==> src/rtl/position_stream_tx.sv <==
// position_stream_tx
//   Transmit end of the serial board-load bus feeding the move generator.
//   Stores a 64-square board image plus side-to-move, castle rights and
//   en-passant state, applies one UCI move per handshake and streams the
//   resulting position as 64 nibbles (square 63 first, square 0 last).
//   The emitted position can optionally be committed back into storage.
//
// Ports
//   clk, rst                 clock, synchronous active-high reset
//   in_pos_valid/data/eop    board load stream (square 63 first)
//   in_wtp/castle/ep/ep_valid  position metadata, sampled on the eop beat
//   board_valid              stored board is complete
//   in_move_valid/ready/data move handshake, 20-bit UCI move
//   in_move_commit           write the emitted position back to storage
//   out_pos_valid/data/eop   emitted position stream
//   out_wtp/castle/ep/ep_valid metadata, held during the 64 beats, else 0
module position_stream_tx #(
   parameter int SQUARES = 64
) (
   input  logic        clk,
   input  logic        rst,
   input  logic        in_pos_valid,
   input  logic [3:0]  in_pos_data,
   input  logic        in_pos_eop,
   input  logic        in_wtp,
   input  logic [3:0]  in_castle,
   input  logic [2:0]  in_ep,
   input  logic        in_ep_valid,
   output logic        board_valid,
   input  logic        in_move_valid,
   output logic        in_move_ready,
   input  logic [19:0] in_move_data,
   input  logic        in_move_commit,
   output logic        out_pos_valid,
   output logic [3:0]  out_pos_data,
   output logic        out_pos_eop,
   output logic        out_wtp,
   output logic [3:0]  out_castle,
   output logic [2:0]  out_ep,
   output logic        out_ep_valid
);

   localparam logic [5:0] LAST_SQ = 6'(SQUARES - 1);

   localparam logic [0:0] ST_IDLE = 1'b0;
   localparam logic [0:0] ST_EMIT = 1'b1;

   // Promotion field to piece type: queen, bishop, rook, knight.
   function automatic logic [2:0] prom_type(input logic [1:0] sel);
      case (sel)
         2'd0:    prom_type = 3'd2;
         2'd1:    prom_type = 3'd4;
         2'd2:    prom_type = 3'd3;
         default: prom_type = 3'd5;
      endcase
   endfunction

   // Castle-right bit owned by a corner square: h0->WK, a0->WQ, h7->BK, a7->BQ.
   function automatic logic [3:0] corner_mask(input logic [5:0] sq);
      case (sq)
         6'd7:    corner_mask = 4'b0001;
         6'd0:    corner_mask = 4'b0010;
         6'd63:   corner_mask = 4'b0100;
         6'd56:   corner_mask = 4'b1000;
         default: corner_mask = 4'b0000;
      endcase
   endfunction

   logic [0:0] state_r;
   logic [5:0] load_cnt_r;
   logic       load_ovf_r;
   logic       board_valid_r;
   logic       stm_r;
   logic [3:0] castle_r;
   logic [2:0] ep_r;
   logic       ep_valid_r;
   logic [3:0] mem_r [0:63];
   logic [6:0] emit_cnt_r;
   logic       commit_r;

   // Move decoded at accept time, held for the whole emission.
   logic       mv_active_r;
   logic [5:0] mv_from_r;
   logic [5:0] mv_to_r;
   logic [3:0] mv_to_nib_r;
   logic       mv_castle_r;
   logic [5:0] mv_rook_from_r;
   logic [5:0] mv_rook_to_r;
   logic [3:0] mv_rook_nib_r;
   logic       mv_ep_r;
   logic [5:0] mv_ep_sq_r;
   logic       nx_wtp_r;
   logic [3:0] nx_castle_r;
   logic [2:0] nx_ep_r;
   logic       nx_ep_valid_r;

   logic       out_pos_valid_r;
   logic [3:0] out_pos_data_r;
   logic       out_pos_eop_r;
   logic       out_wtp_r;
   logic [3:0] out_castle_r;
   logic [2:0] out_ep_r;
   logic       out_ep_valid_r;

   // Move field decode.
   logic [1:0] prom_s;
   logic [2:0] moved_s;
   logic [2:0] from_rank_s;
   logic [2:0] from_file_s;
   logic [2:0] to_rank_s;
   logic [2:0] to_file_s;
   logic [5:0] from_sq_s;
   logic [5:0] to_sq_s;
   logic       colour_s;
   logic       is_pawn_s;
   logic       promo_s;
   logic       castle_move_s;
   logic       ep_capture_s;
   logic       double_push_s;
   logic [3:0] king_mask_s;
   logic       move_fire_s;
   logic       taken_unused_s;

   assign prom_s         = in_move_data[19:18];
   assign moved_s        = in_move_data[17:15];
   assign from_rank_s    = in_move_data[14:12];
   assign from_file_s    = in_move_data[11:9];
   assign taken_unused_s = ^in_move_data[8:6];
   assign to_rank_s      = in_move_data[5:3];
   assign to_file_s      = in_move_data[2:0];
   assign from_sq_s      = {from_rank_s, from_file_s};
   assign to_sq_s        = {to_rank_s, to_file_s};
   assign colour_s       = ~stm_r;
   assign is_pawn_s      = (moved_s == 3'd6);
   // Last rank for the side to move: rank 7 for white, rank 0 for black.
   assign promo_s        = is_pawn_s & (to_rank_s == (stm_r ? 3'd7 : 3'd0));
   assign castle_move_s  = (moved_s == 3'd1) & (from_file_s == 3'd4) &
                           ((to_file_s == 3'd6) | (to_file_s == 3'd2));
   // Diagonal pawn move onto an empty square can only be en passant.
   assign ep_capture_s   = is_pawn_s & (from_file_s != to_file_s) &
                           (mem_r[to_sq_s] == 4'd0);
   assign double_push_s  = is_pawn_s &
                           (({1'b0, to_rank_s} == ({1'b0, from_rank_s} + 4'd2)) |
                            ({1'b0, from_rank_s} == ({1'b0, to_rank_s} + 4'd2)));
   assign king_mask_s    = (moved_s == 3'd1) ? (stm_r ? 4'b0011 : 4'b1100) : 4'b0000;

   assign in_move_ready  = (state_r == ST_IDLE) & board_valid_r & ~in_pos_valid;
   assign move_fire_s    = in_move_valid & in_move_ready;

   // Emission cursor: square 63 on the first compute cycle down to square 0.
   logic       emit_active_s;
   logic [5:0] emit_sq_s;
   logic [3:0] emit_nib_s;

   assign emit_active_s = (state_r == ST_EMIT) & ~emit_cnt_r[6];
   assign emit_sq_s     = LAST_SQ - emit_cnt_r[5:0];

   // Nibble for the square under the cursor, highest priority first.
   always_comb begin
      emit_nib_s = mem_r[emit_sq_s];
      if (!mv_active_r) begin
         emit_nib_s = mem_r[emit_sq_s];
      end else if (emit_sq_s == mv_from_r) begin
         emit_nib_s = 4'd0;
      end else if (emit_sq_s == mv_to_r) begin
         emit_nib_s = mv_to_nib_r;
      end else if (mv_castle_r && (emit_sq_s == mv_rook_from_r)) begin
         emit_nib_s = 4'd0;
      end else if (mv_castle_r && (emit_sq_s == mv_rook_to_r)) begin
         emit_nib_s = mv_rook_nib_r;
      end else if (mv_ep_r && (emit_sq_s == mv_ep_sq_r)) begin
         emit_nib_s = 4'd0;
      end else begin
         emit_nib_s = mem_r[emit_sq_s];
      end
   end

   // Control: load counter, stored metadata, state and emission counter.
   always_ff @(posedge clk) begin
      if (rst) begin
         state_r       <= ST_IDLE;
         load_cnt_r    <= LAST_SQ;
         load_ovf_r    <= 1'b0;
         board_valid_r <= 1'b0;
         stm_r         <= 1'b0;
         castle_r      <= 4'd0;
         ep_r          <= 3'd0;
         ep_valid_r    <= 1'b0;
         emit_cnt_r    <= 7'd0;
         commit_r      <= 1'b0;
      end else begin
         case (state_r)
            ST_IDLE: begin
               if (in_pos_valid) begin
                  if (in_pos_eop) begin
                     if (load_cnt_r == 6'd0) begin
                        stm_r         <= in_wtp;
                        castle_r      <= in_castle;
                        ep_r          <= in_ep;
                        ep_valid_r    <= in_ep_valid;
                        board_valid_r <= 1'b1;
                     end else begin
                        board_valid_r <= 1'b0;
                     end
                     load_cnt_r <= LAST_SQ;
                     load_ovf_r <= 1'b0;
                  end else begin
                     board_valid_r <= 1'b0;
                     if (load_cnt_r != 6'd0) begin
                        load_cnt_r <= load_cnt_r - 6'd1;
                     end else begin
                        load_ovf_r <= 1'b1;
                     end
                  end
               end else if (move_fire_s) begin
                  state_r    <= ST_EMIT;
                  emit_cnt_r <= 7'd0;
                  commit_r   <= in_move_commit;
               end
            end
            ST_EMIT: begin
               if (emit_active_s) begin
                  emit_cnt_r <= emit_cnt_r + 7'd1;
                  // Metadata is replaced together with the final square so
                  // the colour used for the whole stream stays consistent.
                  if (commit_r && (emit_sq_s == 6'd0)) begin
                     stm_r      <= nx_wtp_r;
                     castle_r   <= nx_castle_r;
                     ep_r       <= nx_ep_r;
                     ep_valid_r <= nx_ep_valid_r;
                  end
               end else begin
                  // Eop beat is on the outputs now; back to idle next cycle.
                  state_r <= ST_IDLE;
               end
            end
            default: state_r <= ST_IDLE;
         endcase
      end
   end

   // Capture the decoded move and the resulting metadata on accept.
   always_ff @(posedge clk) begin
      if (rst) begin
         mv_active_r    <= 1'b0;
         mv_from_r      <= 6'd0;
         mv_to_r        <= 6'd0;
         mv_to_nib_r    <= 4'd0;
         mv_castle_r    <= 1'b0;
         mv_rook_from_r <= 6'd0;
         mv_rook_to_r   <= 6'd0;
         mv_rook_nib_r  <= 4'd0;
         mv_ep_r        <= 1'b0;
         mv_ep_sq_r     <= 6'd0;
         nx_wtp_r       <= 1'b0;
         nx_castle_r    <= 4'd0;
         nx_ep_r        <= 3'd0;
         nx_ep_valid_r  <= 1'b0;
      end else if (move_fire_s) begin
         mv_active_r    <= (moved_s != 3'd0);
         mv_from_r      <= from_sq_s;
         mv_to_r        <= to_sq_s;
         mv_to_nib_r    <= {colour_s, (promo_s ? prom_type(prom_s) : moved_s)};
         mv_castle_r    <= castle_move_s;
         mv_rook_from_r <= {from_rank_s, ((to_file_s == 3'd6) ? 3'd7 : 3'd0)};
         mv_rook_to_r   <= {from_rank_s, ((to_file_s == 3'd6) ? 3'd5 : 3'd3)};
         mv_rook_nib_r  <= {colour_s, 3'd3};
         mv_ep_r        <= ep_capture_s;
         mv_ep_sq_r     <= {from_rank_s, to_file_s};
         if (moved_s == 3'd0) begin
            // Null move re-emits the stored metadata untouched.
            nx_wtp_r      <= stm_r;
            nx_castle_r   <= castle_r;
            nx_ep_r       <= ep_r;
            nx_ep_valid_r <= ep_valid_r;
         end else begin
            nx_wtp_r      <= ~stm_r;
            nx_castle_r   <= castle_r & ~(king_mask_s | corner_mask(from_sq_s) |
                                          corner_mask(to_sq_s));
            nx_ep_r       <= to_file_s;
            nx_ep_valid_r <= double_push_s;
         end
      end
   end

   // Board storage: load beats in idle, committed nibbles during emission.
   always_ff @(posedge clk) begin
      if (!rst) begin
         if ((state_r == ST_IDLE) && in_pos_valid && !load_ovf_r) begin
            mem_r[load_cnt_r] <= in_pos_data;
         end else if (emit_active_s && commit_r) begin
            mem_r[emit_sq_s] <= emit_nib_s;
         end
      end
   end

   // Registered output stream and metadata, zero outside emission.
   always_ff @(posedge clk) begin
      if (rst) begin
         out_pos_valid_r <= 1'b0;
         out_pos_data_r  <= 4'd0;
         out_pos_eop_r   <= 1'b0;
         out_wtp_r       <= 1'b0;
         out_castle_r    <= 4'd0;
         out_ep_r        <= 3'd0;
         out_ep_valid_r  <= 1'b0;
      end else if (emit_active_s) begin
         out_pos_valid_r <= 1'b1;
         out_pos_data_r  <= emit_nib_s;
         out_pos_eop_r   <= (emit_sq_s == 6'd0);
         out_wtp_r       <= nx_wtp_r;
         out_castle_r    <= nx_castle_r;
         out_ep_r        <= nx_ep_r;
         out_ep_valid_r  <= nx_ep_valid_r;
      end else begin
         out_pos_valid_r <= 1'b0;
         out_pos_data_r  <= 4'd0;
         out_pos_eop_r   <= 1'b0;
         out_wtp_r       <= 1'b0;
         out_castle_r    <= 4'd0;
         out_ep_r        <= 3'd0;
         out_ep_valid_r  <= 1'b0;
      end
   end

   assign board_valid   = board_valid_r;
   assign out_pos_valid = out_pos_valid_r;
   assign out_pos_data  = out_pos_data_r;
   assign out_pos_eop   = out_pos_eop_r;
   assign out_wtp       = out_wtp_r;
   assign out_castle    = out_castle_r;
   assign out_ep        = out_ep_r;
   assign out_ep_valid  = out_ep_valid_r;

endmodule

==> config.mk <==
export PLATFORM = sky130hd
export DESIGN_NAME = position_stream_tx
export DESIGN_NICKNAME = d
export VERILOG_FILES = /design/src/rtl/position_stream_tx.sv
export SDC_FILE = /design/constraint.sdc
export NUM_CORES = 1
export LEC_CHECK = 0
export ABC_AREA = 1
export CORE_MARGIN = 2
export CORE_UTILIZATION = 30
export DETAILED_ROUTE_END_ITERATION = 10
export GPL_TIMING_DRIVEN = 0
export HOLD_SLACK_MARGIN = 0.08
export PLACE_DENSITY_LB_ADDON = 0.08
export SLEW_MARGIN = 5
export SYNTH_ARGS = -nofsm -noshare
export SYNTH_HDL_FRONTEND = slang
export SYNTH_SLANG_ARGS = --single-unit
==> constraint.sdc <==
create_clock -name clk -period 3.7 [get_ports clk]
set_clock_uncertainty 0.15 [all_clocks]
set_input_delay 0.37 -clock clk [delete_from_list [all_inputs] [get_ports clk]]
set_output_delay 0.37 -clock clk [all_outputs]
set_load 0.01 [all_outputs]
==> run_results.csv, run 1 <==
group,metric,value,unit
status,status,"finished clean",
critical_path,cp_slowest_cell,"clkbuf_1",
route,wirelength,65280,um
floorplanning,fp-row-count,84,
critical_path,cp_data_arrival_time,3740,ps
timing,fmax,0.2766,GHz
synthesis,ys_ff_latch,328,
critical_path,slowest_delay,570,ps
timing,rsz0062_at_grt,"true",
synthesis,synthFlopType,"edfxtp_1",
synthesis,synth_edf_count,256,
critical_path,crit_top_cell,"nand2_1",
synthesis,syn-instance-count,1830,
timing,finalCritPeriodShare,0.9770,
clocking,tritoncts,"yes",
critical_path,path_class,"register to register",
clocking,insertion_delay,590,ps
global_routing,grt_pass1_vias,13623,
route,drt_iter0_markers,1517,
layout,final_core_util,0.3585,
timing,tightest_slew,1402,ps
route,drc_errors,0,
clocking,postCtsHoldBufs,0,
floorplanning,initial_utilization,0.3038,
global_routing,grt_pass1_wl,94210,um
layout,multi_input_area,5542,um^2
route,wl_per_cell,24.62,um
timing,setup_viol,0,
timing,setup-tns-final,0,ps
critical_path,crit_path_max_fanout,43,
synthesis,yosys_warnings,0,
timing,finalHoldViolations,0,
placement,globalplace.congestion,0.9194,
placement,place_inst,2572,
layout,drive_above_1_share,0.08299,
clocking,clk_pin_slew,60,ps
synthesis,ys_seq_area_frac,0.5707,
critical_path,path_cells,"buf_2 > inv_2 > clkbuf_1 > nand2_1 > nand3_1 > o21ai_0 > nand2_1 > nand3_1 > nand3_1 > nand3_1 > nand2_1 > nor2_1 > nor2_1 > nand2_1 > nand2_1 > nand2_4 > buf_16",
global_routing,overflow,0,
synthesis,syn_area,16000,um^2
clocking,cts.sinks,328,
floorplanning,dieHeight,234.9,um
layout,mostFrequentLayoutCell,"nand2_1",
layout,areaGrowthSynthToFinish,18.01,%
route,drt_pre_antenna_iters,6,
global_routing,antenna_found_initial,1,
layout,area.sequential,9129,um^2
floorplanning,die-area,55180,um^2
synthesis,synth.distinct_cells,44,
layout,n_antenna_cell,0,
floorplanning,coreArea,52660,um^2
clocking,cts_root_buffer,"clkbuf_16",
floorplanning,die_width,234.9,um
layout,final_cell_mix,"411 x nand2_1, 256 x edfxtp_1, 252 x inv_1",
critical_path,startpoint_type,"register",
route,vias,13885,
min_path,holdCritPathClass,"input pin to register",
layout,nNetsFinal,1980,
pwr,power_density,431.9,nW/um^2
placement,port-buffer-count,50,
timing,holdWs,236.4,ps
clocking,cts_made_buffers,38,
layout,fin_area,18880,um^2
pwr,peakVddDrop,277.6,uV
placement,dpl-instance-area,17490,um^2
clocking,clk_path_buf_depth,3,
pwr,p_leak,0.007415,uW
timing,slew-limit-headroom,0.06209,
timing,period_needed,3615,ps
floorplanning,io-pin-count,56,
critical_path,cp-end-kind,"register",
placement,hpwl,45600,um
synthesis,async_flop_share,0,
global_routing,grtUsageTotal,0.2339,
layout,stdcell_count,2652,
critical_path,reg2reg_slack,80,ps
synthesis,syn_nets,1876,
layout,nFillCells,5400,
global_routing,grt_start_max_net_pins,50,
route,drt-vias-per-instance,5.236,
critical_path,crit_required,3830,ps
route,antenna_left,0,
synthesis,syn_avg_cell_area,8.741,um^2
flow_run,cap_viol_max_count,0,
clocking,h-tree-depth,2,
timing,slew_violations,0,
[what timing repair did]
item | in CTS | in global routing
endpoints found under the setup margin | 361 | 191
buffers inserted | 9 | 1
pin swaps | 5 | 1
resized for setup | 10 | 32
[state kept, by name, indices dropped and copies added, names as in the netlist, 2 cells and up]
| name | count |
|---|---|
| mv_from_r | 6 |
| out_pos_data | 4 |
| mem_r | 256 |
| mv_to_nib_r | 4 |
| ep_r | 3 |
| out_castle | 4 |
| castle_r | 4 |
| mv_to_r | 6 |
| load_cnt_r | 6 |
| mv_rook_to_r | 2 |
| nx_ep_r | 3 |
| emit_cnt_r | 7 |
| out_ep | 3 |
| nx_castle_r | 4 |
[cells in the mapped netlist, drive strengths merged (10+ instances only)]
cell	number	share of area
nand3b	12	0.0056
a31oi	12	0.0047
xor2	11	0.0060
a21oi	49	0.015
nor2	183	0.046
o22ai	14	0.0055
o31ai	11	0.0055
buf	42	0.013
o21ai	124	0.040
nor3	14	0.0044
dfxtp	72	0.090
edfxtp	256	0.48
nand2	422	0.10
nand4	44	0.017
nand3	201	0.063
clkbuf	39	0.0092
inv	262	0.062
or2	10	0.0039
o211ai	20	0.0094
[cells by family (layout without fill, tap and decap cells)]
family | Yosys count | count (layout) | share of synthesized area
AOI/OAI and AO/OA | 247 | 247 | 0.08933
adders and majority gates | 7 | 7 | 0.005475
DFF | 328 | 328 | 0.5707
and+or+nand+nor | 888 | 888 | 0.2414
xor gates and xnor gates | 15 | 15 | 0.008213
buffers and inverters | 345 | 479 | 0.08487
[metal layers]
metal / wire (um) / global-route usage / part of all wire
met2: 29270 / 0.3704 / 0.45
met1: 28180 / 0.3160 / 0.43
met5: 0 / 0 / 0
met3: 4995 / 0.03983 / 0.077
met4: 2841 / 0.09820 / 0.044
[report_power, final]
group          switching [uW]  internal (uW)
combinational             280            108
clock                    1590           2190
sequential               3.70           3970
total                    1880           6280
[worst max-delay path, delay by kind of cell (launching register included)]
family | cells | cell delay (ps)
DFF | 1 | 310
AOI/OAI and AO/OA | 1 | 100
buffers and inverters | 4 | 1120
and+or+nand+nor | 12 | 1580
[final cells by class]
class | instances | area share
sequential | 328 | 0.4836
multi-input combinational | 1157 | 0.2936
clock buffer | 52 | 0.05528
inverter | 264 | 0.05289
tap | 688 | 0.04560
timing repair buffer | 64 | 0.03791
buffer | 81 | 0.02141
clock inverter | 18 | 0.009743
[worst paths after layout]
path / from / endpoint / depth (start not counted)
max: emit_cnt_r[0]$_SDFFE_PP0P_ / mem_r[18][1]$_DFFE_PP_ / 17
min: in_castle[2] / castle_r[2]$_SDFFE_PP0P_ / 3
max reg2reg: emit_cnt_r[0]$_SDFFE_PP0P_ / mem_r[18][1]$_DFFE_PP_ / 17
min reg2reg: nx_castle_r[3]$_SDFFE_PP0P_ / out_castle[3]$_SDFF_PP0_ / 2
[stage by stage]
step                      setup slack [ps]  power (uW)
after detailed placement            -558.1        4432
after global routing                -7.705        8387
after global placement               -2244        4429
after CTS                            19.65        8218
after floorplan                      732.8        4217
final                                84.94        8153
No activity file was read; power rests on OpenSTA's default activity.
==> inputs of run 2 (changes only) <==
--- a/config.mk
+++ b/config.mk
@@ -6,12 +6,12 @@
 export NUM_CORES = 1
 export LEC_CHECK = 0
 export ABC_AREA = 1
-export CORE_MARGIN = 2
 export CORE_UTILIZATION = 30
 export DETAILED_ROUTE_END_ITERATION = 10
 export GPL_TIMING_DRIVEN = 0
 export HOLD_SLACK_MARGIN = 0.08
 export PLACE_DENSITY_LB_ADDON = 0.08
+export RECOVER_POWER = 25
 export SLEW_MARGIN = 5
 export SYNTH_ARGS = -nofsm -noshare
 export SYNTH_HDL_FRONTEND = slang
==> run 2 against run 1 <==
Against the previous run: via count decreased by 0.82%; routed wire length decreased by 0.44%; cell count barely moved; hold slack got worse by 0.74 ps; largest power group unchanged; highest routed layer unchanged; critical path type unchanged; first-iteration DRC count shrank 5.0%; core utilization did not move; clock power rose by 2%; combinational power shrank 1%; flip-flop and latch count unchanged; critical path depth shrank 2; sequential power about the same.
==> run_results.csv, run 2 (synthesized netlist as in run 1, its figures left out) <==
group,metric,value,unit
floorplanning,dieHeight,232.9,um
global_routing,grtUsageTotal,0.2418,
critical_path,r2r-end,"mem_r[23][2]$_DFFE_PP_",
min_path,holdPathStages,3,
min_path,holdPathEnd,"castle_r[1]$_SDFFE_PP0P_",
flow_run,cap_viol_max_count,0,
clocking,h-tree-depth,2,
timing,slew_violations,0,
layout,areaGrowthSynthToFinish,18.01,%
critical_path,reg2reg_slack,80,ps
layout,largest_register_ffs,256,
placement,hpwl,45490,um
timing,setup-tns-final,0,ps
timing,setup_viol,0,
critical_path,reg2regPathDepth,15,
timing,finalCritPeriodShare,0.9780,
global_routing,grt_pass1_vias,13561,
critical_path,cp_data_arrival_time,3850,ps
clocking,clk_pin_slew,50,ps
critical_path,slowest_delay,360,ps
critical_path,crit_required,3930,ps
pwr,power_density,434.9,nW/um^2
timing,holdWs,235.6,ps
route,wl_per_cell,24.50,um
pwr,swShare,0.2319,
layout,top_register,"mem_r",
clocking,clk_path_buf_depth,3,
global_routing,grt_pass1_wl,93270,um
global_routing,overflow,0,
layout,final_core_util,0.3585,
layout,mostFrequentLayoutCell,"nand2_1",
critical_path,path_class,"register to register",
global_routing,grt_start_max_net_pins,41,
floorplanning,die-area,54240,um^2
timing,slew-limit-headroom,0.1102,
clocking,cts_root_buffer,"clkbuf_16",
critical_path,path_cells,"buf_2 > inv_2 > buf_2 > clkbuf_4 > nor2_1 > o21ai_0 > nand2_1 > nand3_1 > nand3_1 > nand3_1 > nand3_1 > nand2_1 > nand2_1 > nand2_8 > buf_12",
layout,fin_area,18880,um^2
pwr,peakVddDrop,309.6,uV
pwr,p_leak,0.007480,uW
floorplanning,coreArea,52660,um^2
min_path,min_from,"in_castle[1]",
global_routing,antenna_found_initial,1,
route,wirelength,64990,um
timing,fmax,0.2764,GHz
pwr,p_int,6305,uW
critical_path,reg2reg_from,"emit_cnt_r[0]$_SDFFE_PP0P_",
clocking,cts_made_buffers,40,
timing,period_needed,3619,ps
pwr,switchingPower,1904,uW
pwr,seqPwrFrac,0.484,
floorplanning,fp-row-count,84,
status,status,"finished clean",
critical_path,startpoint_type,"register",
placement,globalplace.congestion,0.9169,
critical_path,cp_slowest_cell,"clkbuf_4",
placement,place_inst,2572,
floorplanning,io-pin-count,56,
clocking,cts.sinks,328,
timing,finalHoldViolations,0,
floorplanning,die_width,232.9,um
critical_path,crit_path_max_fanout,40,
timing,tightest_slew,1335,ps
route,drc_errors,0,
pwr,combPwrFrac,0.047,
route,drt_iter0_markers,1441,
clocking,insertion_delay,590,ps
route,antenna_left,0,
critical_path,crit_top_cell,"nand3_1",
placement,dpl-instance-area,17470,um^2
layout,stdcell_count,2653,
pwr,clockPowerShare,0.469,
timing,rsz0062_at_grt,"false",
layout,n_antenna_cell,0,
layout,drive_above_1_share,0.07379,
placement,port-buffer-count,50,
floorplanning,initial_utilization,0.3038,
critical_path,cp-end-kind,"register",
layout,top_regs,"mem_r: 256 flops, emit_cnt_r: 7 flops",
route,drt_pre_antenna_iters,5,
route,vias,13771,
route,drt-vias-per-instance,5.191,
layout,final_cell_mix,"416 x nand2_1, 256 x edfxtp_1, 253 x inv_1",
min_path,holdCritPathClass,"input pin to register",
layout,nNetsFinal,1980,
clocking,tritoncts,"yes",
[run 2: cell types whose count changed in the layout (fill, tap and decap cells not counted), sizes merged]
cell	delta
buf	-1
clkinv	+8
clkinvlp	-1
clkbuf	-3
inv	-2
dlygate4sd3	+18
clkdlybuf4s50	-18
[run 2: worst max-delay path: cells and delay by family, from the launching register on]
| kind | cells | cell delay, ps |
|---|---|---|
| AO/OA/AOI/OAI | 1 | 310 |
| flip-flops | 1 | 310 |
| buffers and inverters | 5 | 1200 |
| AND/OR/NAND/NOR | 9 | 1380 |
[run 2: worst max path at each step]
stage	slack (ps)	from	to	cells past startpoint
after global routing	10	emit_cnt_r[0]$_SDFFE_PP0P_	mem_r[27][0]$_DFFE_PP_	17
after detailed placement	-510	rst	mem_r[30][1]$_DFFE_PP_	5
after CTS	8	emit_cnt_r[1]$_SDFFE_PP0P_	mem_r[37][3]$_DFFE_PP_	15
after global placement	-2320	emit_cnt_r[0]$_SDFFE_PP0P_	mem_r[49][2]$_DFFE_PP_	13
final	80	emit_cnt_r[0]$_SDFFE_PP0P_	mem_r[23][2]$_DFFE_PP_	15
after floorplan	730	emit_cnt_r[0]$_SDFFE_PP0P_	mem_r[0][2]$_DFFE_PP_	10
[run 2: cell type report]
cell class / instances / area (um^2)
fill: 5347 / 33780
sequential: 328 / 9129
multi-input combinational: 1157 / 5543
clock buffer: 50 / 1049
inverter: 264 / 996.0
tap: 688 / 860.8
timing repair buffer: 62 / 690.7
buffer: 81 / 392.9
clock inverter: 23 / 216.5
[run 2: per-layer routing]
metal | GRT usage | up-vias | share of wire
li1 | - | 6344 | -
met1 | 0.3231 | 6697 | 0.43
met2 | 0.3840 | 594 | 0.45
met3 | 0.04975 | 136 | 0.079
met4 | 0.08905 | 0 | 0.037
met5 | 0 | - | 0
[run 2: stage by stage]
step | worst slack (ps) | power (uW)
2_1_floorplan | 732.8 | 4217
3_3_place_gp | -2317 | 4430
3_5_place_dp | -506.2 | 4429
4_1_cts | 8.230 | 8271
5_1_grt | 12.96 | 8423
6_report | 81.47 | 8209
[run 2: power groups by stage]
stage | sequential, uW | combinational (uW) | clock (uW)
floorplan | 4060 | 161 | 0
CTS | 3980 | 380 | 3910
detailed placement | 4050 | 375 | 0
finish | 3980 | 382 | 3850
global route | 3980 | 409 | 4040
global placement | 4070 | 364 | 0
[run 2: repair_timing]
item / CTS / global route
endpoints found under the setup margin: 364 / 180
resized for setup: 12 / 23
buffers inserted: 7 / 1
hold buffers: 0 / 0
pin swaps: 5 / 1
==> inputs of run 3 (changes only) <==
--- a/config.mk
+++ b/config.mk
@@ -12,6 +12,7 @@
 export HOLD_SLACK_MARGIN = 0.08
 export PLACE_DENSITY_LB_ADDON = 0.08
 export RECOVER_POWER = 25
+export SKIP_CTS_REPAIR_TIMING = 1
 export SLEW_MARGIN = 5
 export SYNTH_ARGS = -nofsm -noshare
 export SYNTH_HDL_FRONTEND = slang
==> run 3 against run 2 <==
Against the previous run: hold slack got worse by 3.4 ps; count of clock-buffer cells in the layout unchanged; fmax down 0.14%; via count increased by 0.24%; critical path type unchanged; critical endpoint is now mem_r[18][1]$_DFFE_PP_; largest power group unchanged; highest routed layer unchanged.
==> run_results.csv, run 3 (synthesized netlist as in run 1, its figures left out) <==
group,metric,value,unit
status,status,"finished clean",
placement,hpwl,45490,um
floorplanning,die_width,232.9,um
timing,finalCritPeriodShare,0.9793,
layout,drive_above_1_share,0.07731,
layout,final_cell_mix,"411 x nand2_1, 256 x edfxtp_1, 254 x inv_1",
floorplanning,fp-row-count,84,
timing,period_needed,3623,ps
global_routing,grt_pass1_wl,93150,um
placement,pre_cts_ws,-506.2,ps
critical_path,slowest_delay,770,ps
route,vias,13804,
critical_path,path_class,"register to register",
route,wl_per_cell,24.55,um
pwr,p_int,6305,uW
timing,tightest_slew,1312,ps
global_routing,antenna_found_initial,2,
timing,finalHoldViolations,0,
clocking,h-tree-depth,2,
global_routing,overflow,0,
global_routing,grt_pass1_vias,13527,
placement,port-buffer-count,50,
clocking,clk_pin_slew,60,ps
route,antenna_left,0,
clocking,cts.sinks,328,
timing,fmax,0.2760,GHz
critical_path,cp.depth,12,
pwr,seqPwrFrac,0.484,
clocking,cts_made_buffers,40,
critical_path,cp_slowest_cell,"buf_1",
route,drt_iter0_markers,1508,
min_path,holdCritPathClass,"input pin to register",
critical_path,reg2regPathDepth,12,
floorplanning,dieHeight,232.9,um
timing,setup_viol,0,
pwr,combPwrFrac,0.047,
layout,final_core_util,0.3584,
critical_path,crit_required,3830,ps
route,drt_pre_antenna_iters,5,
layout,n_antenna_cell,0,
global_routing,grtUsageTotal,0.2415,
layout,largest_register_ffs,256,
critical_path,path_cells,"buf_2 > buf_1 > nand3_1 > nand3_1 > nand3_1 > nand2_1 > nor2_1 > nor2_1 > nand2_1 > nand2_1 > nand2_8 > buf_12",
timing,slew_violations,0,
pwr,swShare,0.2331,
placement,globalplace.congestion,0.9169,
floorplanning,initial_utilization,0.3038,
route,drc_errors,0,
critical_path,startpoint_type,"register",
floorplanning,io-pin-count,56,
critical_path,reg2reg_slack,80,ps
critical_path,crit_buf_inv,3,
critical_path,cp_data_arrival_time,3750,ps
clocking,tritoncts,"yes",
layout,nNetsFinal,1981,
layout,mostFrequentLayoutCell,"nand2_1",
pwr,power_density,435.6,nW/um^2
pwr,peakVddDrop,312.3,uV
clocking,cts_root_buffer,"clkbuf_16",
pwr,clockPowerShare,0.470,
route,wirelength,65160,um
clocking,insertion_delay,590,ps
min_path,holdPathStages,3,
floorplanning,coreArea,52660,um^2
timing,slew-limit-headroom,0.1253,
critical_path,crit_path_max_fanout,36,
pwr,switchingPower,1916,uW
floorplanning,die-area,54240,um^2
flow_run,cap_viol_max_count,0,
layout,areaGrowthSynthToFinish,17.98,%
layout,top_register,"mem_r",
layout,top_regs,"mem_r: 256 flops, emit_cnt_r: 7 flops",
timing,setup_slack,76.53,ps
clocking,clk_path_buf_depth,3,
critical_path,crit_family,"simple AND/OR/NAND/NOR gates",
critical_path,cp-end-kind,"register",
route,drt-vias-per-instance,5.201,
pwr,p_leak,0.007465,uW
global_routing,grt_start_max_net_pins,41,
==> run 3: cell types whose count changed in the layout (fill, tap and decap cells not counted), moves of 2 or more <==
cell / previous run / this run
nor2_1: 179 / 177
nor2_2: 1 / 3
clkbuf_2: 13 / 11
nand2_1: 416 / 411
nand2_2: 1 / 6
buf_1: 9 / 11
buf_4: 8 / 11
inv_2: 7 / 5
buf_12: 8 / 5
clkbuf_4: 7 / 9
==> run 3: area by class of cell <==
class                   count  area [um^2]
fillers                  5350        33780
repair buffers             63        660.6
clock inverters            23        216.5
multi-input cells        1157         5564
clock buffers              50         1049
inverters                 264        998.5
plain buffers              81        394.1
flip-flops and latches    328         9129
well taps                 688        860.8
==> run 3: worst reg2reg max path, stage by stage (launching register included) <==
cell and delay (ps):
dfxtp_1 370, buf_2 330, buf_1 770, nand3_1 200
nand3_1 230, nand3_1 240, nand2_1 140, nor2_1 60
nor2_1 130, nand2_1 70, nand2_1 160, nand2_8 200
buf_12 240
==> run 3: worst paths after layout <==
path / from / to
max: emit_cnt_r[3]$_SDFFE_PP0P_ / mem_r[18][1]$_DFFE_PP_
min: in_castle[1] / castle_r[1]$_SDFFE_PP0P_
max reg2reg: emit_cnt_r[3]$_SDFFE_PP0P_ / mem_r[18][1]$_DFFE_PP_
min reg2reg: ep_r[2]$_SDFFE_PP0P_ / ep_r[2]$_SDFFE_PP0P_
==> run 3: metrics by stage <==
stage | std cells | total power, uW | cell area, um^2 | hold slack (ps) | TNS, ps
6_report | 2654 | 8221 | 18870 | 232.3 | 0
5_1_grt | 2654 | 8421 | 18870 | 234.8 | -111.4
4_1_cts | 2645 | 8268 | 18730 | 213.3 | -67720
3_5_place_dp | 2572 | 4429 | 17470 | 296.6 | -103130
3_3_place_gp | 2568 | 4430 | 17360 | 288.0 | -618050
2_1_floorplan | 1830 | 4217 | 16000 | 272.2 | 0
==> run 3: power groups by stage <==
stage	Clock [uW]	Combinational, uW	Sequential (uW)
after floorplan	0	161	4060
after global placement	0	364	4070
after detailed placement	0	375	4050
after CTS	3910	376	3980
after global routing	4040	408	3980
final	3860	383	3980
==> run 3: layer usage <==
layer	vias up	global-route usage	wire, um
li1	6355	-	-
met1	6759	0.3229	28470
met2	554	0.3860	29250
met3	136	0.04792	4999
met4	0	0.08619	2437
met5	-	0	0
==> patch 1, RTL diff (config.mk and constraints of run 3) <==
`SQUARES`: 64 -> 48.
--- a/src/rtl/position_stream_tx.sv
+++ b/src/rtl/position_stream_tx.sv
@@ -16,5 +16,5 @@
 //   out_wtp/castle/ep/ep_valid metadata, held during the 64 beats, else 0
 module position_stream_tx #(
-   parameter int SQUARES = 64
+   parameter int SQUARES = 48
 ) (
    input  logic        clk,
Formal check against the unedited RTL: no difference found for any inputs over 4 cycles, from zero or initial values and one cycle with rst high; that may be too few to reach the edited logic, so the function may still have changed.
==> patch 1 against run 3 <==
  * The flow now finishes with violations (negative setup slack)
  * Critical path type is now input pin to flip-flop
  * Area after synthesis decreased by 1.0%
  * Synthesized cell count is 0.82% lower
  * Critical path depth is 1 lower
  * Total power grew 2.1%
  * Worst setup slack worse by 0.078 ns
  * Via count fell by 1.1%
  * Sequential cell count is the same
  * Wire length shrank 0.96%
  * Global-route usage decreased by 0.060 points
  * Combinational power shrank 4%
  * Design area shrank 0.61%
  * Highest routed layer unchanged
  * Final cell count is 1.1% lower
  * Clock power increased by 5%
  * Critical endpoint is now mv_ep_r$_SDFFE_PP0P_
==> patch 1: results (changes against run 3) <==
- Global router's overall resource usage: 24.1% (-0.060 points)
- First-pass GRT wire length: 92300 µm (-0.93%)
- Clock insertion delay at the later pin of the skew report: 0.56 ns (-0.03 ns)
- Non-clk buf share: 5.27% (-0.32 points)
- Leakage dissipation: 7.33 nW (-1.7%)
- Number of DRC violations after detailed-routing iteration 0: 1381 (-8.4%)
- Switching power: 0.00186 W (-3.0%)
- Share of cells above drive strength 1: 7.71% (-0.019 points)
- Count of multi-input gates: 1167 (+0.86%)
- Kind of cell with the highest combined delay on the critical path: buffers and inverters
- Synth top area cells: sky130_fd_sc_hd__edfxtp_1, sky130_fd_sc_hd__nand2_1, sky130_fd_sc_hd__dfxtp_1
- Number of cells produced by synthesis: 1815 (-0.82%)
- Minimum setup slack in the final design: -0.00149 ns (-0.0780 ns)
- Run status: finished, violations left
- Post-Syn Nets: 1863 (-0.69%)
- Vias in the first global route: 13.3k (-1.8%)
- Source of the critical timing path: in_move_data[1]
- Violated checks: negative setup slack
- Proportion of synthesized chip area in sequential cells: 57.7% (+0.59 points)
- Critical path capture point: mv_ep_r$_SDFFE_PP0P_
- Final sequential cell count: 328 (unchanged)
- Die area: 53700 µm² (-1.0%)
- Sequential fraction of total cell area: 48.7% (+0.30 points)
- Buffer count excluding the clock tree in the final layout: 135 (-6.3%)
- Number of setup violations in the final report: 1 (+1)
- Global routing usage on met2: 38.1% (-0.54 points)
## patch 1: changes by cell type in the layout (fill, tap and decap cells not counted), moves of 10 or more
| cell | delta |
|---|---|
| sky130_fd_sc_hd__a31oi_1 | -10 |
| sky130_fd_sc_hd__a21oi_1 | +25 |
| sky130_fd_sc_hd__o21ai_0 | +14 |
| sky130_fd_sc_hd__nand3_1 | -28 |
| sky130_fd_sc_hd__inv_1 | -22 |
| sky130_fd_sc_hd__nand4_1 | -11 |
| sky130_fd_sc_hd__nor2_1 | +34 |
| sky130_fd_sc_hd__o211ai_1 | +10 |
## patch 1: worst min-delay path by stage
stage	to	cells past startpoint	slack (ns)	from
after CTS	state_r$_SDFF_PP0_	2	0.03	rst
after floorplan	ep_r[0]$_SDFFE_PP0P_	2	0.27	ep_r[0]$_SDFFE_PP0P_
final	mv_to_r[2]$_SDFFE_PP0P_	3	0.18	in_move_data[2]
after detailed placement	ep_r[2]$_SDFFE_PP0P_	2	0.29	ep_r[2]$_SDFFE_PP0P_
after global routing	mv_to_r[2]$_SDFFE_PP0P_	3	0.18	in_move_data[2]
after global placement	ep_r[2]$_SDFFE_PP0P_	2	0.28	ep_r[2]$_SDFFE_PP0P_
## patch 1: power by group through the flow
stage	clock [W]	sequential, W	combinational, W
2_1_floorplan	0	0.00406	0.000155
3_3_place_gp	0	0.00407	0.000349
3_5_place_dp	0	0.00405	0.000361
4_1_cts	0.00410	0.00398	0.000363
5_1_grt	0.00426	0.00397	0.000393
6_report	0.00404	0.00398	0.000369
## patch 1: per-layer routing
metal | share of wire (%) | vias up | wire length [µm]
met2 | 45 | 564 | 29300
met3 | 6.9 | 112 | 4420
li1 | - | 6285 | -
met4 | 3.4 | 0 | 2220
met5 | 0 | - | 0
met1 | 44 | 6698 | 28600
==> patch 2, RTL diff (flow settings as in run 3) <==
Without the edit above. Make the reset (`rst`) asynchronous in 3 clocked blocks. Comments in the files are not updated.
--- a/src/rtl/position_stream_tx.sv
+++ b/src/rtl/position_stream_tx.sv
@@ -177,5 +177,5 @@
 
    // Control: load counter, stored metadata, state and emission counter.
-   always_ff @(posedge clk) begin
+   always_ff @(posedge clk or posedge rst) begin
       if (rst) begin
          state_r       <= ST_IDLE;
@@ -241,5 +241,5 @@
 
    // Capture the decoded move and the resulting metadata on accept.
-   always_ff @(posedge clk) begin
+   always_ff @(posedge clk or posedge rst) begin
       if (rst) begin
          mv_active_r    <= 1'b0;
@@ -296,5 +296,5 @@
 
    // Registered output stream and metadata, zero outside emission.
-   always_ff @(posedge clk) begin
+   always_ff @(posedge clk or posedge rst) begin
       if (rst) begin
          out_pos_valid_r <= 1'b0;
Check against the original RTL: same outputs for any inputs over 4 cycles, from zero or initial values and one cycle with rst high; that may be too few to reach the edited logic, so the function may still have changed.
==> patch 2 against run 3 <==
  * First-iteration DRC count fell by 22%
  * Largest cell class unchanged
  * Sequential cell count unchanged
  * Synthesized cell count down 5.5%
  * Worst setup slack better by 0.091 ns
  * Wire length is 8.2% lower
  * Critical endpoint is now mem_r[6][3]$_DFFE_PP_
  * Die area about the same
  * Sequential share of layout area increased by 2.0 points
  * Utilization barely moved
  * Design area is essentially flat
  * Critical path depth down 5
  * Area after synthesis is essentially flat
Power is not compared: it rests on default switching activity, and its combinational part moved more than twofold at a synthesized area within 25%.
==> patch 2: results (changes against run 3) <==
- Largest driver fanout on the critical path: 10 (-72%)
- Hold slack: 0.240 ns (+0.00778 ns)
- Number of nets in the layout: 1888 (-4.7%)
- Share of synthesized registers carrying an async set or reset: 22.0% (+22 points)
- Number of vias in the routed layout: 13.0k (-5.6%)
- Final weighted congestion of routability-driven global placement: 0.879 (-4.1%)
- Mean cell area of the mapped netlist: 9.25 µm² (+5.8%)
- R2R setup slack: 0.17 ns (+0.09 ns)
- Largest net degree at the start of global routing: 61 (+49%)
- Launch instance of the worst min-delay path: in_move_commit
- Slew at the pin closest to its max-slew limit: 1.39 ns (+0.0780 ns)
- Post-Syn Nets: 1775 (-5.4%)
- Clock insertion delay at the later pin of the skew report: 0.57 ns (-0.02 ns)
- First-pass GRT wire length: 87200 µm (-6.4%)
- Leading post-synthesis cells by instance count: sky130_fd_sc_hd__nand2_1, sky130_fd_sc_hd__edfxtp_1, sky130_fd_sc_hd__inv_1, sky130_fd_sc_hd__nor2_1, sky130_fd_sc_hd__nand3_1
- Synth top area cells: sky130_fd_sc_hd__edfxtp_1, sky130_fd_sc_hd__dfrtp_1, sky130_fd_sc_hd__nand2_1
- Post-detailed-placement half-perimeter wirelength: 41100 µm (-9.6%)
- Run status: finished, final reports clean
- Cell count after placement: 2474 (-3.8%)
- Endpoint of the lowest-slack register-to-register path: mem_r[6][3]$_DFFE_PP_
- Number of antenna violations at the first check in global routing: 1 (-1)
- Fillcell total: 5433 (+1.6%)
- Routed vias/inst: 5.09 (-2.2%)
- Global router's overall resource usage: 22.4% (-1.8 points)
- Cells on worst reg2reg path: 7 (-5)
- Proportion of synthesized chip area in sequential cells: 59.4% (+2.3 points)
- Share of cells above drive strength 1: 8.22% (+0.49 points)
- Worst reg2reg startpoint: state_r$_DFF_PP0_
- Number of buffers inserted during clock tree synthesis: 40 (unchanged)
- Number of port buffers: 51 (+2.0%)
- Hold Path End: commit_r$_DFFE_PP0P_
- Final routed wirelength across all metal layers: 59800 µm (-8.2%)
[patch 2: routing by layer]
metal | GRT usage (%) | routed length [µm]
met2 | 36.1 | 27100
met5 | 0 | 0
met1 | 29.2 | 26500
met3 | 3.66 | 3450
met4 | 10.4 | 2770
[patch 2: layout make-up]
type	instances	share of cell area, %
flip-flops and latches	328	50.4
multi-input cells	1109	27.9
clock buffers	54	5.75
well taps	688	4.57
inverters	223	4.46
repair buffers	70	3.94
plain buffers	69	2.11
clock inverters	19	0.922
repair inverters	1	0.0265
[patch 2: critical path, cell delays in order (launching register included)]
cell	delay (ns)
sky130_fd_sc_hd__dfrtp_1	0.36
sky130_fd_sc_hd__inv_1	0.09
sky130_fd_sc_hd__nor2_4	0.20
sky130_fd_sc_hd__nand3_1	0.28
sky130_fd_sc_hd__clkbuf_1	0.33
sky130_fd_sc_hd__o31ai_2	0.28
sky130_fd_sc_hd__nand4_1	0.84
sky130_fd_sc_hd__nor2_1	0.63
[patch 2: kinds of logic after synthesis]
| group | synth area share [%] |
|---|---|
| AOI/OAI and AO/OA | 9.80 |
| and+or+nand+nor | 21.8 |
| xor gates and xnor gates | 0.657 |
| adders and majority gates | 0.548 |
| buffers and inverters | 7.80 |
| DFF | 59.4 |
[patch 2: report_power, final]
group,switching (W),internal (W)
sequential,0.0000599,0.00408
combinational,0.00130,0.000522
clock,0.00158,0.00221
[patch 2: worst max path at each step]
stage | start | to | cells past startpoint
after floorplan | rst | mem_r[0][0]$_DFFE_PP_ | 5
after global placement | rst | mem_r[12][2]$_DFFE_PP_ | 6
after detailed placement | rst | mem_r[40][0]$_DFFE_PP_ | 8
after CTS | rst | mem_r[40][3]$_DFFE_PP_ | 8
after global routing | rst | mem_r[14][1]$_DFFE_PP_ | 10
final | state_r$_DFF_PP0_ | mem_r[6][3]$_DFFE_PP_ | 7
[patch 2: stage by stage]
| stage | setup slack [ns] | instance area, µm² | util, % |
|---|---|---|---|
| 2_1_floorplan | 0.254 | 16000 | - |
| 3_3_place_gp | -2.91 | 17400 | 33.0 |
| 3_5_place_dp | -1.26 | 17500 | 33.4 |
| 4_1_cts | -0.664 | 18800 | 35.8 |
| 5_1_grt | 0.0334 | 18900 | 35.9 |
| 6_report | 0.168 | 18900 | 35.9 |
